`src/rtl/decoder_scan_ctrl.sv`:
```
// Scan sequencer for a 4-to-16 decoder: visits eligible channels in ascending order,
// holds each for dwell+1 cycles and inserts a one-cycle sel_en=0 gap between channels.
module decoder_scan_ctrl #(
  parameter int unsigned DWELL_W = 8
) (
  input  logic               clk,
  input  logic               rst_n,
  input  logic               start,
  input  logic               stop,
  input  logic               mode,
  input  logic [3:0]         last_ch,
  input  logic [DWELL_W-1:0] dwell,
  input  logic [15:0]        skip_mask,
  output logic [3:0]         sel,
  output logic               sel_en,
  output logic               busy,
  output logic               done,
  output logic               wrap
);

  typedef enum logic [1:0] {StIdle, StActive, StGap} state_e;

  state_e             state_q;
  logic [DWELL_W-1:0] cnt_q;
  logic               cfg_mode_q;
  logic [3:0]         cfg_last_q;
  logic [DWELL_W-1:0] cfg_dwell_q;
  logic [15:0]        cfg_mask_q;

  // Returns {found, index} of the lowest eligible channel at or above lo.
  function automatic logic [4:0] find_from(input logic [15:0] mask, input logic [3:0] last,
                                           input logic [4:0] lo);
    logic [4:0] res;
    res = '0;
    for (int i = 15; i >= 0; i--) begin
      if (i >= int'(lo) && i <= int'(last) && !mask[i]) res = {1'b1, 4'(i)};
    end
    return res;
  endfunction

  logic [4:0] first_in;
  logic [4:0] first_cfg;
  logic [4:0] next_cfg;

  assign first_in  = find_from(skip_mask, last_ch, 5'd0);
  assign first_cfg = find_from(cfg_mask_q, cfg_last_q, 5'd0);
  assign next_cfg  = find_from(cfg_mask_q, cfg_last_q, {1'b0, sel} + 5'd1);

  always_ff @(posedge clk or negedge rst_n) begin
    if (!rst_n) begin
      state_q     <= StIdle;
      cnt_q       <= '0;
      cfg_mode_q  <= 1'b0;
      cfg_last_q  <= '0;
      cfg_dwell_q <= '0;
      cfg_mask_q  <= '0;
      sel         <= '0;
      sel_en      <= 1'b0;
      busy        <= 1'b0;
      done        <= 1'b0;
      wrap        <= 1'b0;
    end else begin
      done <= 1'b0;
      wrap <= 1'b0;
      unique case (state_q)
        StIdle: begin
          sel    <= '0;
          sel_en <= 1'b0;
          busy   <= 1'b0;
          if (start && !stop) begin
            cfg_mode_q  <= mode;
            cfg_last_q  <= last_ch;
            cfg_dwell_q <= dwell;
            cfg_mask_q  <= skip_mask;
            if (first_in[4]) begin
              state_q <= StActive;
              sel     <= first_in[3:0];
              sel_en  <= 1'b1;
              busy    <= 1'b1;
              cnt_q   <= dwell;
            end else begin
              done <= 1'b1;
            end
          end
        end
        StActive: begin
          if (stop) begin
            state_q <= StIdle;
            sel     <= '0;
            sel_en  <= 1'b0;
            busy    <= 1'b0;
          end else if (cnt_q == '0) begin
            sel_en <= 1'b0;
            if (next_cfg[4]) begin
              state_q <= StGap;
            end else if (!cfg_mode_q) begin
              state_q <= StIdle;
              sel     <= '0;
              busy    <= 1'b0;
              done    <= 1'b1;
            end else begin
              state_q <= StGap;
              wrap    <= 1'b1;
            end
          end else begin
            cnt_q <= cnt_q - DWELL_W'(1);
          end
        end
        StGap: begin
          if (stop) begin
            state_q <= StIdle;
            sel     <= '0;
            sel_en  <= 1'b0;
            busy    <= 1'b0;
          end else begin
            // No higher eligible channel means this gap precedes a wrap.
            state_q <= StActive;
            sel     <= next_cfg[4] ? next_cfg[3:0] : first_cfg[3:0];
            sel_en  <= 1'b1;
            cnt_q   <= cfg_dwell_q;
          end
        end
        default: begin
          state_q <= StIdle;
          sel     <= '0;
          sel_en  <= 1'b0;
          busy    <= 1'b0;
        end
      endcase
    end
  end

endmodule

```
`config.mk`:
```
export PLATFORM = sky130hd
export DESIGN_NAME = decoder_scan_ctrl
export DESIGN_NICKNAME = d
export VERILOG_FILES = /design/src/rtl/decoder_scan_ctrl.sv
export SDC_FILE = /design/constraint.sdc
export NUM_CORES = 1
export LEC_CHECK = 0
export CORE_MARGIN = 4
export CORE_UTILIZATION = 40
export DETAILED_ROUTE_END_ITERATION = 10
export PLACE_DENSITY = 0.61
export SYNTH_ARGS = -nofsm -noshare
export SYNTH_HDL_FRONTEND = slang
export SYNTH_SLANG_ARGS = --single-unit
```
`constraint.sdc`:
```
create_clock -name clk -period 3.6 [get_ports clk]
set_input_delay 0.36 -clock clk [delete_from_list [all_inputs] [get_ports clk]]
set_output_delay 0.36 -clock clk [all_outputs]
set_load 0.01 [all_outputs]
```
==> metrics.cfg <==
[run_status]
outcome = finished, final reports clean

[finish]
final_cell_mix = dfrtp_1, nand2_1, clkdlybuf4s50_1
n_antenna_cell = 0
drive_gt1_share_pct = 11.9
nets = 529
final_cell_count_no_fill = 616
fin_area_sq_um = 4450
area_growth_pct = 14.4
fillCellCount = 972
layout_commonest_cell = dfrtp_1

[die]
core_area_sq_um = 9370
die_h_microns = 107
rows = 35
fp.dieW_microns = 107
die_area_sq_um = 11400
io_pins = 41
start_util_pct = 41.5

[critical_path]
startpoint = sel[0]
start_kind = flip-flop
critPathCaptureType = flip-flop
reg2reg_setup_slack_ns = 0.45
setup.worst_path.end = sel[0]
cp_max_fo = 22
rr_endpoint = sel[0]
r2r_cells = 9
worstPathArrival_ns = 3.35
r2r_start = sel[0]
cp.required_ns = 3.79
critical_path_class = reg -> reg

[routing]
wl_per_cell_microns = 16.3
drtIter0Drc = 274
ant_nets = 0
totalWireLength_mm = 10.0
viasPerCell = 5.77
num_vias = 3556
drc = 0
firstDrtPassIters = 7

[logic_synthesis]
synth_top_family_by_area = compound AO/OA/AOI/OAI gates
synth_fp_nets = 500
syn_inst = 458
synthFlopType = dfrtp_1
yosys-mux-area-fraction_pct = 9.91
yosysWarnings = 0
ys_seq_area_share_pct = 30.2
synth-simple-area-share_pct = 23.4
ys_async_sr_fraction_pct = 100
ys_ff_latch = 47
synth_xor_area_share_pct = 2.03
synth_cell_type_count = 76
synth_compound_area_share_pct = 25.4
synthAdderAreaFrac_pct = 3.15
syn_avg_cell_area_sq_um = 8.49
syn_area_sq_um = 3890
synth_edf_count = 0

[clock_tree]
post_cts_buffers = 0
cts.sinks = 47
cts.repair.resized = 0
insertion_delay_ns = 0.30
cts-htree-levels = 2
clk_path_buf_depth = 2
cts_tree = yes
worst_setup_hold_path_clk_slew_ns = 0.09
numCtsBuffers = 5
root_buffer = clkbuf_8

[sta]
final.min_clock_period_ns = 3.15
finalClockSkew_ns = 0.00386
drv_slew = 0
hold_violations = 0
post-route-period-util_pct = 87.6
timing.fmax_mhz = 317
rsz0062_at_grt = no
finalSetupTns_ns = 0
relSlewSlack_pct = 50.9
tightest_slew_ns = 0.732
setup_viol = 0

[placed_design]
dp_hpwl_mm = 7.71
gp_congestion = 0.890
dp.cells = 608
io_buffer_count = 40
place_area_sq_um = 4350

[global_routing]
grt_pass1_vias = 3398
grt_pass1_wl_mm = 16.9
grt_max_degree = 34
grt.total_usage_pct = 18.0
antenna_found_initial = 0
overflow = 0

[power]
peakVddDrop_mv = 0.288
fin_total_pwr_w = 0.00332
power_density_nw_per_um2 = 747
p_leak_nw = 1.75

[hold_path]
holdCritPathClass = in -> async

[job]
cap_violations = 0

==> layer usage <==
metal	GRT usage, %	routed length, microns	vias to the layer above
met5	0	0	-
met4	4.29	110	0
met3	2.17	595	15
met2	27.4	4540	113
met1	27.1	4770	1672
li1	-	-	1756
==> cells by family after synthesis <==
kind of cell	count (synthesis)
flip-flops	47
adder cells (fa/ha/maj)	10
XOR/XNOR	9
AND/OR/NAND/NOR	167
multiplexers	35
buffers and inverters	45
AO/OA/AOI/OAI	145
==> metrics by stage <==
step	hold slack [ns]	worst slack [ns]	utilization (%)
3_3_place_gp	0.286	0.582	46.4
4_1_cts	0.488	0.464	47.5
6_report	0.488	0.446	47.5
2_1_floorplan	0.0644	0.715	-
5_1_grt	0.525	0.220	47.5
3_5_place_dp	0.283	0.480	46.4
==> cell usage after synthesis (6+ instances only) <==
| cell | instances | area [sq um] |
|---|---|---|
| o21ai_1 | 6 | 30.0 |
| nand2_1 | 41 | 154 |
| nand3_1 | 10 | 50.1 |
| a22oi_1 | 11 | 82.6 |
| inv_1 | 16 | 60.1 |
| mux2i_1 | 7 | 70.1 |
| mux2_2 | 22 | 248 |
| a21oi_1 | 33 | 165 |
| clkbuf_1 | 13 | 48.8 |
| o21bai_1 | 8 | 60.1 |
| nor4_1 | 6 | 37.5 |
| nor2b_1 | 8 | 50.1 |
| a211oi_1 | 6 | 45.0 |
| dfrtp_1 | 47 | 1180 |
| nand2b_1 | 11 | 68.8 |
| nor3_1 | 13 | 65.1 |
| o21ai_0 | 25 | 125 |
| or3_1 | 6 | 37.5 |
| ha_1 | 9 | 113 |
| nor2_1 | 34 | 128 |
| mux2_1 | 6 | 67.6 |
==> registers in the layout (all words and copies together) (netlist names) <==
signal	cells
cnt_q	8
busy	1
state_q	2
cfg_last_q	4
done	1
sel_en	1
cfg_dwell_q	8
cfg_mode_q	1
cfg_mask_q	16
sel	4
wrap	1
==> cell type report <==
cell class	count	area (sq um)	share of cell area [%]
Inverter	18	67.6	1.52
Clock buffer	6	82.6	1.86
Tap cell	129	161	3.63
Clock inverter	1	8.76	0.197
Sequential cell	47	1180	26.4
Multi-Input combinational cell	366	2490	55.9
Timing Repair Buffer	49	465	10.5
==> worst min-delay path by stage <==
| stage | endpoint | slack, ns | cells after the start |
|---|---|---|---|
| after CTS | cfg_mask_q[15] | 0.49 | 2 |
| after global placement | cfg_mask_q[15] | 0.29 | 1 |
| after floorplan | busy | 0.06 | 0 |
| after detailed placement | cfg_mask_q[15] | 0.28 | 1 |
| final | cfg_last_q[0] | 0.49 | 2 |
| after global routing | cfg_mask_q[15] | 0.52 | 2 |
==> worst max-delay path, cell delays in order, from the launching register on <==
cell,delay (ns)
dfrtp_1,0.43
ha_1,0.61
and2b_4,0.29
a221oi_2,0.28
o21ai_1,0.13
a31oi_1,0.24
nor4b_4,0.33
nand3_1,0.19
nand2_1,0.19
mux2_2,0.35
==> what timing repair did <==
item | CTS | global route
hold buffers | 1 | 0
endpoints found under the hold margin | 14 | 0
endpoints found under the setup margin | 0 | 0
==> report_power, final <==
part | internal, W | switching (W)
Sequential | 0.000770 | 0.000293
Combinational | 0.000845 | 0.00107
Clock | 0.000155 | 0.000191
Note: power is estimated with default switching activity, not from simulation.
